## config.mk

```make
export PLATFORM = sky130hd
export DESIGN_NAME = pipeline_ctrl
export DESIGN_NICKNAME = d
export VERILOG_FILES = /design/src/rtl/pipeline_ctrl.sv
export SDC_FILE = /design/constraint.sdc
export NUM_CORES = 1
export LEC_CHECK = 0
export CAP_MARGIN = 30
export CORE_MARGIN = 8
export CORE_UTILIZATION = 36
export DETAILED_ROUTE_END_ITERATION = 6
export HOLD_SLACK_MARGIN = 0.03
export PLACE_DENSITY = 0.72
export RECOVER_POWER = 25
export SYNTH_ARGS = -nofsm -noshare
export SYNTH_HDL_FRONTEND = slang
export SYNTH_SLANG_ARGS = --single-unit
```

## constraint.sdc

```tcl
create_clock -name clk -period 7.06 [get_ports clk]
set_input_delay 1.765 -clock clk [delete_from_list [all_inputs] [get_ports clk]]
set_output_delay 1.765 -clock clk [all_outputs]
set_load 0.01 [all_outputs]
```

## src/rtl/pipeline_ctrl.sv

```systemverilog
// pipeline_ctrl: sequencer for the IF/ID, ID/EX, EX/MEM and MEM/WB registers.
// Generates the register enables, the bubble flushes and the PC write enable.
// It covers load-use stalls, taken-branch flushes, data-memory wait freezes
// with a timeout, and a debug halt that drains the pipe and then freezes it.
//
// state      | meaning
// -----------+----------------------------------------------------------
// S_RUN      | normal flow: branch flush, load-use bubble, halt entry
// S_MEM_WAIT | data memory busy, whole pipe frozen, wait counter running
// S_DRAIN    | fetch stopped, IF/ID bubbled, older stages drain out
// S_HALTED   | pipe frozen for debug until halt_req drops
// S_ERROR    | memory timeout, pipe frozen until reset
module pipeline_ctrl #(
  parameter int REG_W    = 5,
  parameter int WAIT_MAX = 15,
  parameter int WAIT_W   = 4,
  parameter int DRAIN_N  = 3
) (
  input  logic             clk,
  input  logic             reset,
  input  logic [REG_W-1:0] id_rs,
  input  logic [REG_W-1:0] id_rt,
  input  logic             ex_memread,
  input  logic [REG_W-1:0] ex_rt,
  input  logic             ex_branch_taken,
  input  logic             mem_req,
  input  logic             mem_ack,
  input  logic             halt_req,
  output logic             pc_we,
  output logic             we_ifid,
  output logic             we_idex,
  output logic             we_exmem,
  output logic             we_memwb,
  output logic             flush_ifid,
  output logic             flush_idex,
  output logic             halted,
  output logic             error,
  output logic [15:0]      stall_cycles
);

  localparam logic [2:0] S_RUN      = 3'd0;
  localparam logic [2:0] S_MEM_WAIT = 3'd1;
  localparam logic [2:0] S_DRAIN    = 3'd2;
  localparam logic [2:0] S_HALTED   = 3'd3;
  localparam logic [2:0] S_ERROR    = 3'd4;

  localparam int DRAIN_W = (DRAIN_N > 1) ? $clog2(DRAIN_N) : 1;
  localparam logic [DRAIN_W-1:0] DRAIN_LAST = DRAIN_W'(DRAIN_N - 1);
  localparam logic [WAIT_W-1:0]  WAIT_LAST  = WAIT_W'(WAIT_MAX);

  logic [2:0]         state, state_nxt;
  logic [WAIT_W-1:0]  wait_cnt, wait_cnt_nxt;
  logic [DRAIN_W-1:0] drain_cnt, drain_cnt_nxt;
  logic               error_q, error_nxt;
  logic               load_use, mem_stall;

  assign load_use  = ex_memread && (ex_rt != '0) && ((ex_rt == id_rs) || (ex_rt == id_rt));
  assign mem_stall = mem_req && !mem_ack;
  assign error     = error_q;

  // Output decode and next-state selection; reset low overrides the outputs.
  always_comb begin
    pc_we         = 1'b1;
    we_ifid       = 1'b1;
    we_idex       = 1'b1;
    we_exmem      = 1'b1;
    we_memwb      = 1'b1;
    flush_ifid    = 1'b0;
    flush_idex    = 1'b0;
    halted        = 1'b0;
    state_nxt     = state;
    wait_cnt_nxt  = wait_cnt;
    drain_cnt_nxt = drain_cnt;
    error_nxt     = error_q;

    case (state)
      S_RUN, S_MEM_WAIT: begin
        if (mem_stall) begin
          {pc_we, we_ifid, we_idex, we_exmem, we_memwb} = 5'b0;
          if (state == S_RUN) begin
            state_nxt    = S_MEM_WAIT;
            wait_cnt_nxt = WAIT_W'(1);
          end else if (wait_cnt == WAIT_LAST) begin
            state_nxt = S_ERROR;
            error_nxt = 1'b1;
          end else begin
            wait_cnt_nxt = wait_cnt + 1'b1;
          end
        end else begin
          state_nxt = S_RUN;
          if (ex_branch_taken) begin
            flush_ifid = 1'b1;
            flush_idex = 1'b1;
          end else if (load_use) begin
            pc_we      = 1'b0;
            we_ifid    = 1'b0;
            flush_idex = 1'b1;
          end else if (halt_req && state == S_RUN) begin
            // a halt seen in the release cycle waits one RUN cycle
            state_nxt     = S_DRAIN;
            drain_cnt_nxt = '0;
          end
        end
      end
      S_DRAIN: begin
        if (mem_stall) begin
          {pc_we, we_ifid, we_idex, we_exmem, we_memwb} = 5'b0;
        end else begin
          pc_we      = 1'b0;
          flush_ifid = 1'b1;
        end
        if (!halt_req) begin
          state_nxt = S_RUN;
        end else if (!mem_stall) begin
          if (drain_cnt == DRAIN_LAST) state_nxt = S_HALTED;
          else drain_cnt_nxt = drain_cnt + 1'b1;
        end
      end
      S_HALTED: begin
        {pc_we, we_ifid, we_idex, we_exmem, we_memwb} = 5'b0;
        halted = 1'b1;
        if (!halt_req) state_nxt = S_RUN;
      end
      S_ERROR: begin
        {pc_we, we_ifid, we_idex, we_exmem, we_memwb} = 5'b0;
      end
      default: begin
        state_nxt = S_RUN;
      end
    endcase

    if (!reset) begin
      {pc_we, we_ifid, we_idex, we_exmem, we_memwb} = 5'b0;
      flush_ifid = 1'b1;
      flush_idex = 1'b1;
      halted     = 1'b0;
    end
  end

  // State, counters, sticky error and saturating stall counter.
  always_ff @(posedge clk or negedge reset) begin
    if (!reset) begin
      state        <= S_RUN;
      wait_cnt     <= '0;
      drain_cnt    <= '0;
      error_q      <= 1'b0;
      stall_cycles <= 16'd0;
    end else begin
      state     <= state_nxt;
      wait_cnt  <= wait_cnt_nxt;
      drain_cnt <= drain_cnt_nxt;
      error_q   <= error_nxt;
      if (!pc_we && stall_cycles != 16'hFFFF) stall_cycles <= stall_cycles + 16'd1;
    end
  end

endmodule

```

==> results of run 1 <==
==> Yosys cell counts (all sizes together) (2+ instances only) <==
master,count
and4,2
xor2,20
mux2,3
a21oi,9
inv,4
nand4,4
and3,2
o31ai,2
nor4b,3
nand2,19
dfrtp,26
nor2,13
nand2b,4
a22o,2
nor3,10
clkbuf,3
xnor2,4
nand3,4
nor4,3
nor3b,2
nor2b,3
ha,3
buf,3
nand4b,2
a31oi,2
a22oi,2
o21ai,10
==> flip-flops by register name, summed over array words and instances (netlist names) <==
register      count
stall_cycles     16
wait_cnt          4
state             3
drain_cnt         2
error             1
==> power by group through the flow <==
stage                     logic [W]  registers [W]  clock network [W]
after floorplan           0.0000894       0.000229                  0
after global placement     0.000186       0.000226                  0
after detailed placement   0.000191       0.000227                  0
after CTS                  0.000192       0.000225           0.000128
after global routing       0.000209       0.000232           0.000133
final                      0.000189       0.000225           0.000126
==> stage by stage <==
| stage | utilization | hold slack (ps) | power, W |
|---|---|---|---|
| 3_5_place_dp | 0.488 | 479 | 0.000417 |
| 3_3_place_gp | 0.488 | 477 | 0.000412 |
| 5_1_grt | 0.504 | 519 | 0.000574 |
| 4_1_cts | 0.504 | 504 | 0.000545 |
| 6_report | 0.504 | 492 | 0.000540 |
| 2_1_floorplan | - | 485 | 0.000318 |
==> worst max path at each step <==
stage               slack [ps]          to
floorplan                 2400       pc_we
global placement          1340       pc_we
detailed placement        1290       pc_we
CTS                       1240  flush_idex
global route              1130  flush_idex
finish                    1260       pc_we
==> per-layer routing <==
metal / track usage / part of all wire / up-vias
met5: 0 / 0 / -
met4: 0.0383 / 0.011 / 0
met3: 0.0273 / 0.044 / 5
met2: 0.204 / 0.49 / 30
met1: 0.147 / 0.46 / 665
li1: - / - / 703
==> cells by family after synthesis <==
group           count (synthesis)  share of synthesized area
buf+inv                        10                     0.0326
flops                          26                      0.403
simple gates                   74                      0.266
mux                             3                     0.0209
fa+ha+maj                       3                     0.0233
compound gates                 31                      0.124
xor+xnor                       24                      0.130
==> cell type report <==
| cell class | count | area, um^2 | area share |
|---|---|---|---|
| diodes | 1 | 2.50 | 0.00115 |
| clock buffers | 3 | 41.3 | 0.0189 |
| clock inverters | 1 | 30.0 | 0.0138 |
| inverters | 4 | 15.0 | 0.00689 |
| multi-input cells | 135 | 911 | 0.418 |
| flip-flops and latches | 26 | 651 | 0.299 |
| well taps | 52 | 65.1 | 0.0299 |
| repair buffers | 47 | 464 | 0.213 |
==> summary.json, run 1 <==
{
  "final_critical_path_setup_slack_ps": 1260,
  "final_cell_mix": "clkdlybuf4s50_1, dfrtp_1, xor2_1, nand2_1, nor2_1",
  "detail_route.vias_per_cell": 5.22,
  "dp_worst_setup_slack_ps": 1290,
  "floorplan.core_area_um2": 4320,
  "cellPowerDensity_nw_per_um2": 248,
  "dpl.hpwl_mm": 3.13,
  "synthToLayoutAreaGrowth_pct": 35.0,
  "ioPinCount": 47,
  "overflow": 0,
  "numPortBuffers": 46,
  "timing.critical_path.mode_cell": "clkdlybuf4s50_1",
  "height_of_the_chip_um": 83.0,
  "grt_antenna_before_repair": 1,
  "worst_path_max_delay_cell": "clkdlybuf4s50_1",
  "first_global_vias": 1492,
  "ctsResizeCount": 0,
  "switching_share": 0.335,
  "synth_seq_cells": 26,
  "setup.worst_path.class": "in -> out",
  "tritoncts_clock_tree": "built",
  "power_switching_w": 0.000181,
  "place.gp.congestion": 0.839,
  "r2r_slack_ps": 4980,
  "first_pass_iters": 4,
  "cellInternalPower_w": 0.000359,
  "clock_skew_ps": 1.54,
  "power.ir.vdd_worst_uv": 188,
  "wl_mm": 4.16,
  "route.detailed.drc": 0,
  "postSynth.topFlopCell": "dfrtp_1",
  "ctsHtreeMaxLevel": 1,
  "synth.yosys.seq_area_share": 0.403,
  "synthesis.yosys.warnings": 0,
  "clock_sinks": 26,
  "cp.depth": 5,
  "finalHoldViolCount": 0,
  "worst_hold_endpoint": "error",
  "slew_violations": 0,
  "maximum_number_of_pins_on_one_net_before_global_route_repair": 22,
  "synthesis.instances": 171,
  "worst_path_fanout_max": 16,
  "crit_path_start_kind": "input port",
  "clkPwrFrac": 0.233,
  "synthDominantCellAreaShare": 0.403,
  "detailed_router_s_first_iteration_violation_count": 97,
  "hold_crit_depth": 1,
  "clock_latency_ps": 270,
  "hp-class": "reg -> reg",
  "dieWidth_um": 83.0,
  "async_flop_share": 1.00,
  "synth_largest_area_cell": "dfrtp_1",
  "mostFrequentLayoutCell": "clkdlybuf4s50_1",
  "detail_route.wl_per_cell_um": 15.4,
  "r2r-start": "state[0]",
  "worstMarginPinSlew_ps": 1100,
  "minimum_clock_period_after_layout_ps": 5800,
  "ctsLongestPathBuffers": 2,
  "pwr-share-comb": 0.350,
  "grt_first_pass_wirelength_mm": 7.13,
  "cts_made_buffers": 3,
  "filler_cell_count": 418,
  "numPlacedInstances": 264,
  "clk_root_buf": "clkbuf_8",
  "drive_above_1_share": 0.0556,
  "cap_violations": 0,
  "cp_num_buf_inv": 2,
  "synthTopCellsByArea": "dfrtp_1, xor2_1, nand2_1",
  "drt.antenna.violating_nets": 0,
  "max_stage_delay_ps": 580,
  "nets": 242,
  "synth_edf_count": 0,
  "groute.usage.overall": 0.121,
  "outcome": "completed",
  "final.period_utilization": 0.822,
  "syn_nets": 196,
  "timing.critical_path.arrival_ps": 4040,
  "floorplan.die_area_um2": 6880,
  "rows": 24,
  "final_area_um2": 2180,
  "synth_area_per_cell_um2": 9.44,
  "initial_core_util": 0.373,
  "setup_repair_after_global_routing_missed_its_margin": "false",
  "slew_headroom": 0.266,
  "p_seq_frac": 0.417,
  "timing.reg2reg.worst_path_depth": 5,
  "final.setup.tns_ps": 0,
  "netlist_area_um2": 1610,
  "critical_path_origin": "ex_rt[1]",
  "post_dp_cell_area_um2": 2110,
  "fmax_mhz": 172,
  "vias": 1403,
  "critical_path.top_delay_family": "buffers and inverters",
  "post_cts_hold_buffer_count": 0,
  "final-instance-count-excl-fill": 269,
  "post_cts_buffers": 0,
  "r2r_end": "stall_cycles[12]",
  "worst-endpoint-required_ps": 5300,
  "setup_viol": 0,
  "leakagePower_nw": 0.877,
  "timing.critical_path.to_type": "output pin",
  "hold_path_startpoint": "error",
  "clkSlewWorstSetupHoldPaths_ps": 90,
  "timing.critical_path.cells": "clkdlybuf4s50_1, or4_1, o21ai_1, o311a_4, clkdlybuf4s50_1",
  "post_synth_num_cell_types": 38
}
Power figures use the tool's default switching activity.
==> inputs of run 2 (changes only) <==
==> constraint.sdc (replaced) <==
create_clock -name clk -period 5.5 [get_ports clk]
set_input_delay 1.375 -clock clk [delete_from_list [all_inputs] [get_ports clk]]
set_output_delay 1.375 -clock clk [all_outputs]
set_load 0.01 [all_outputs]
==> run 2 against run 1 <==
Against the previous run: clock skew about the same; clock-buffer cell count unchanged; global-route usage down 1.5 points; critical path depth unchanged; critical endpoint unchanged; first-iteration DRC count down 22%; register-to-register slack worse by 1500 ps; sequential share of layout area about the same; clock power up 26%; sequential cell count unchanged; setup slack worse by 760 ps; highest routed layer unchanged.
==> summary.json, run 2 (synthesis gave the netlist of run 1 again) <==
{
  "worst-endpoint-required_ps": 4120,
  "power_switching_w": 0.000226,
  "cts_made_buffers": 3,
  "post_cts_buffers": 0,
  "fmax_mhz": 200,
  "cp_num_buf_inv": 2,
  "grt_antenna_before_repair": 0,
  "outcome": "completed",
  "tritoncts_clock_tree": "built",
  "route.detailed.drc": 0,
  "post_cts_hold_buffer_count": 0,
  "ioPinCount": 47,
  "hold_path_startpoint": "error",
  "groute.usage.overall": 0.105,
  "ctsLongestPathBuffers": 2,
  "largest_register_ffs": 16,
  "final-instance-count-excl-fill": 269,
  "setup_viol": 0,
  "final_cell_mix": "clkdlybuf4s50_1, dfrtp_1, xor2_1, nand2_1, nor2_1",
  "slew_headroom": 0.337,
  "worst_path_max_delay_cell": "clkdlybuf4s50_1",
  "maximum_number_of_pins_on_one_net_before_global_route_repair": 20,
  "detail_route.wl_per_cell_um": 14.3,
  "dieWidth_um": 83.0,
  "numPlacedInstances": 265,
  "cap_violations": 0,
  "grt_first_pass_wirelength_mm": 6.31,
  "dp_worst_setup_slack_ps": 531,
  "pwr-share-comb": 0.351,
  "final_util": 0.504,
  "r2r-start": "state[0]",
  "final_area_um2": 2180,
  "worst_path_fanout_max": 16,
  "wl_mm": 3.84,
  "clock_sinks": 26,
  "power.ir.vdd_worst_uv": 291,
  "clock_latency_ps": 270,
  "cellInternalPower_w": 0.000460,
  "largest-register": "stall_cycles",
  "drt.antenna.violating_nets": 0,
  "detailed_router_s_first_iteration_violation_count": 76,
  "worst_hold_endpoint": "error",
  "clk_root_buf": "clkbuf_8",
  "final.period_utilization": 0.909,
  "clkPwrFrac": 0.232,
  "height_of_the_chip_um": 83.0,
  "minimum_clock_period_after_layout_ps": 5000,
  "setup_repair_after_global_routing_missed_its_margin": "false",
  "ctsResizeCount": 0,
  "finalHoldViolCount": 0,
  "floorplan.core_area_um2": 4320,
  "ctsHtreeMaxLevel": 1,
  "floorplan.die_area_um2": 6880,
  "switching_share": 0.329,
  "crit_path_start_kind": "input port",
  "rows": 24,
  "mostFrequentLayoutCell": "clkdlybuf4s50_1",
  "synthToLayoutAreaGrowth_pct": 35.1,
  "overflow": 0,
  "largest_registers": "stall_cycles x16, wait_cnt x4, state x3",
  "timing.critical_path.arrival_ps": 3620,
  "nets": 243,
  "r2r_slack_ps": 3480,
  "vias": 1364,
  "leakagePower_nw": 0.878,
  "numPortBuffers": 46,
  "final_critical_path_setup_slack_ps": 500,
  "setup.worst_path.class": "in -> out",
  "clock_skew_ps": 1.41,
  "final.setup.tns_ps": 0,
  "timing.reg2reg.worst_path_depth": 5,
  "critical_path.top_delay_family": "buffers and inverters",
  "filler_cell_count": 427,
  "antenna_cells_inserted": 0,
  "worstMarginPinSlew_ps": 994,
  "post_dp_cell_area_um2": 2120,
  "timing.critical_path.to_type": "output pin",
  "drive_above_1_share": 0.0553,
  "r2r_end": "stall_cycles[12]",
  "hp-class": "reg -> reg",
  "p_seq_frac": 0.417,
  "hold_crit_depth": 1,
  "clkSlewWorstSetupHoldPaths_ps": 90,
  "initial_core_util": 0.373,
  "first_global_vias": 1344,
  "timing.critical_path.mode_cell": "clkdlybuf4s50_1",
  "timing.critical_path.cells": "clkdlybuf4s50_1, or4_1, o21ai_1, o311a_4, clkdlybuf4s50_1",
  "dpl.hpwl_mm": 3.00,
  "cellPowerDensity_nw_per_um2": 315,
  "detail_route.vias_per_cell": 5.07,
  "slew_violations": 0,
  "first_pass_iters": 4,
  "place.gp.congestion": 0.829,
  "max_stage_delay_ps": 580
}
==> run 2: how the worst max path moves through the flow <==
| stage | cells past startpoint | start | endpoint | slack (ps) |
|---|---|---|---|---|
| after floorplan | 4 | ex_rt[1] | pc_we | 1620 |
| after global placement | 5 | ex_rt[1] | pc_we | 560 |
| after detailed placement | 5 | ex_rt[1] | pc_we | 530 |
| after CTS | 5 | ex_rt[1] | pc_we | 520 |
| after global routing | 5 | ex_rt[1] | pc_we | 440 |
| final | 5 | ex_rt[1] | pc_we | 500 |
==> run 2: layer usage <==
layer / GRT usage / part of all wire / vias to the layer above
met1: 0.135 / 0.48 / 630
met4: 0.0240 / 0.0062 / 0
met2: 0.170 / 0.47 / 29
li1: - / - / 701
met5: 0 / 0 / -
met3: 0.0293 / 0.049 / 4
==> run 2: through the flow <==
stage | hold slack [ps] | total power [W]
detailed placement | 467 | 0.000533
global placement | 460 | 0.000530
finish | 487 | 0.000687
global route | 501 | 0.000732
CTS | 492 | 0.000695
floorplan | 485 | 0.000408
==> run 2: power groups by stage <==
stage / combinational (W) / clock [W] / sequential [W]
after detailed placement: 0.000243 / 0 / 0.000289
after global placement: 0.000240 / 0 / 0.000290
after floorplan: 0.000115 / 0 / 0.000293
after CTS: 0.000245 / 0.000163 / 0.000287
after global routing: 0.000266 / 0.000170 / 0.000297
final: 0.000241 / 0.000159 / 0.000286
==> run 2: final cells by class <==
| cell class | instances | area [um^2] | area share |
|---|---|---|---|
| repair buffers | 48 | 468 | 0.215 |
| well taps | 52 | 65.1 | 0.0298 |
| clock inverters | 1 | 30.0 | 0.0138 |
| flip-flops and latches | 26 | 651 | 0.298 |
| multi-input cells | 135 | 911 | 0.418 |
| inverters | 4 | 15.0 | 0.00688 |
| clock buffers | 3 | 41.3 | 0.0189 |
==> inputs of run 3 (changes only) <==
--- a/config.mk
+++ b/config.mk
@@ -6,10 +6,11 @@
 export NUM_CORES = 1
 export LEC_CHECK = 0
 export CAP_MARGIN = 30
+export CORE_ASPECT_RATIO = 0.9
 export CORE_MARGIN = 8
 export CORE_UTILIZATION = 36
 export DETAILED_ROUTE_END_ITERATION = 6
-export HOLD_SLACK_MARGIN = 0.03
+export HOLD_SLACK_MARGIN = 0.12
 export PLACE_DENSITY = 0.72
 export RECOVER_POWER = 25
 export SYNTH_ARGS = -nofsm -noshare
==> run 3 against run 2 <==
Against the previous run: non-clock buffer count fell by 1; combinational power hardly changed; critical endpoint unchanged; setup slack better by 43 ps; core utilization decreased by 0.66 points.
==> summary.json, run 3 (synthesis gave the netlist of run 1 again) <==
{
  "slew_violations": 0,
  "floorplan.die_area_um2": 6880,
  "nets": 242,
  "clock_sinks": 26,
  "timing.critical_path.mode_cell": "clkdlybuf4s50_1",
  "cp.depth": 5,
  "timing.critical_path.to_type": "output pin",
  "filler_cell_count": 423,
  "maximum_number_of_pins_on_one_net_before_global_route_repair": 30,
  "worstMarginPinSlew_ps": 483,
  "largest_register_ffs": 16,
  "final_hold_slack_ps": 482,
  "cap_violations": 0,
  "grt_antenna_before_repair": 0,
  "wl_mm": 3.74,
  "drive_above_1_share": 0.0602,
  "hold_crit_depth": 1,
  "clock_latency_ps": 260,
  "tritoncts_clock_tree": "built",
  "final.period_utilization": 0.901,
  "first_global_vias": 1341,
  "timing.reg2reg.worst_path_depth": 7,
  "clk_root_buf": "clkbuf_8",
  "final_cell_mix": "clkdlybuf4s50_1, dfrtp_1, xor2_1, nand2_1, nor2_1",
  "timing.critical_path.arrival_ps": 3580,
  "grt_first_pass_wirelength_mm": 6.22,
  "detail_route.vias_per_cell": 4.98,
  "slew_headroom": 0.675,
  "fmax_mhz": 202,
  "ctsResizeCount": 0,
  "place.gp.congestion": 0.826,
  "groute.usage.overall": 0.108,
  "ioPinCount": 47,
  "r2r_slack_ps": 3460,
  "minimum_clock_period_after_layout_ps": 4960,
  "combined_area_of_the_multi_input_logic_cells_um2": 911,
  "detailed_router_s_first_iteration_violation_count": 64,
  "cts_made_buffers": 3,
  "critical_path.top_delay_family": "buffers and inverters",
  "numPortBuffers": 46,
  "dp_worst_setup_slack_ps": 543,
  "worst_setup_path_endpoint": "pc_we",
  "synthToLayoutAreaGrowth_pct": 34.9,
  "hp-class": "reg -> reg",
  "largest-register": "stall_cycles",
  "cellPowerDensity_nw_per_um2": 297,
  "post_cts_buffers": 0,
  "outcome": "completed",
  "vias": 1385,
  "finalHoldViolCount": 0,
  "worst-endpoint-required_ps": 4120,
  "rows": 23,
  "r2r_end": "stall_cycles[10]",
  "leakagePower_nw": 0.873,
  "initial_core_util": 0.369,
  "critical_path_origin": "ex_rt[1]",
  "drt.antenna.violating_nets": 0,
  "setup.worst_path.class": "in -> out",
  "setup_repair_after_global_routing_missed_its_margin": "false",
  "ctsHtreeMaxLevel": 1,
  "ctsLongestPathBuffers": 2,
  "dieWidth_um": 86.6,
  "max_stage_delay_ps": 580,
  "area.sequential_um2": 651,
  "crit_path_start_kind": "input port",
  "floorplan.core_area_um2": 4370,
  "timing.critical_path.cells": "clkdlybuf4s50_1, or4_1, o21ai_1, o311a_4, clkdlybuf4s50_1",
  "final_critical_path_setup_slack_ps": 543,
  "antenna_cells_inserted": 0,
  "worst_path_fanout_max": 16,
  "height_of_the_chip_um": 79.5,
  "overflow": 0,
  "setup_viol": 0,
  "post_cts_hold_buffer_count": 0,
  "detail_route.wl_per_cell_um": 13.5,
  "clkSlewWorstSetupHoldPaths_ps": 80,
  "power.ir.vdd_worst_uv": 235,
  "mostFrequentLayoutCell": "clkdlybuf4s50_1",
  "r2r-start": "stall_cycles[0]",
  "final.setup.tns_ps": 0,
  "dpl.hpwl_mm": 2.87,
  "largest_registers": "stall_cycles x16, wait_cnt x4, state x3",
  "route.detailed.drc": 0,
  "worst_path_max_delay_cell": "clkdlybuf4s50_1",
  "first_pass_iters": 4,
  "cp_num_buf_inv": 2,
  "clock_skew_ps": 5.85
}
-- run 3: metrics by stage --
stage | util | power (W) | std cells | cell area [um^2]
global route | 0.498 | 0.000693 | 278 | 2180
finish | 0.498 | 0.000646 | 278 | 2180
global placement | 0.485 | 0.000528 | 274 | 2120
CTS | 0.498 | 0.000656 | 278 | 2180
detailed placement | 0.485 | 0.000532 | 274 | 2120
floorplan | - | 0.000408 | 171 | 1610
-- run 3: where the power goes --
group | switching, W | total [W] | internal [W]
Clock | 0.0000558 | 0.000120 | 0.0000639
Sequential | 0.0000519 | 0.000286 | 0.000234
Combinational | 0.000111 | 0.000241 | 0.000130
-- run 3: worst min-delay path by stage --
stage / start / end / slack [ps]
2_1_floorplan: drain_cnt[1] / drain_cnt[1] / 480
3_3_place_gp: error / error / 470
3_5_place_dp: error / error / 470
4_1_cts: error / error / 490
5_1_grt: stall_cycles[5] / stall_cycles[5] / 530
6_report: error / error / 480
-- run 3: routing by layer --
layer  vias to the layer above  GRT usage  part of all wire
li1                        702          -                 -
met1                       631      0.151              0.52
met2                        50      0.156              0.38
met3                         2     0.0350             0.097
met4                         0     0.0258            0.0024
met5                         -          0                 0
-- run 3: cell type report --
class,instances,area share
clock buffer,4,0.0253
timing repair buffer,47,0.215
inverter,4,0.00690
multi-input combinational,135,0.418
tap,62,0.0356
sequential,26,0.299
-- run 3: worst reg2reg max path: stages (launching register included) --
cell      delay (ps)
dfrtp_1          430
ha_1             230
nand4_1           90
nor2_1            70
and4_1           270
nand2b_1         300
nor4b_1          380
xor2_1           200
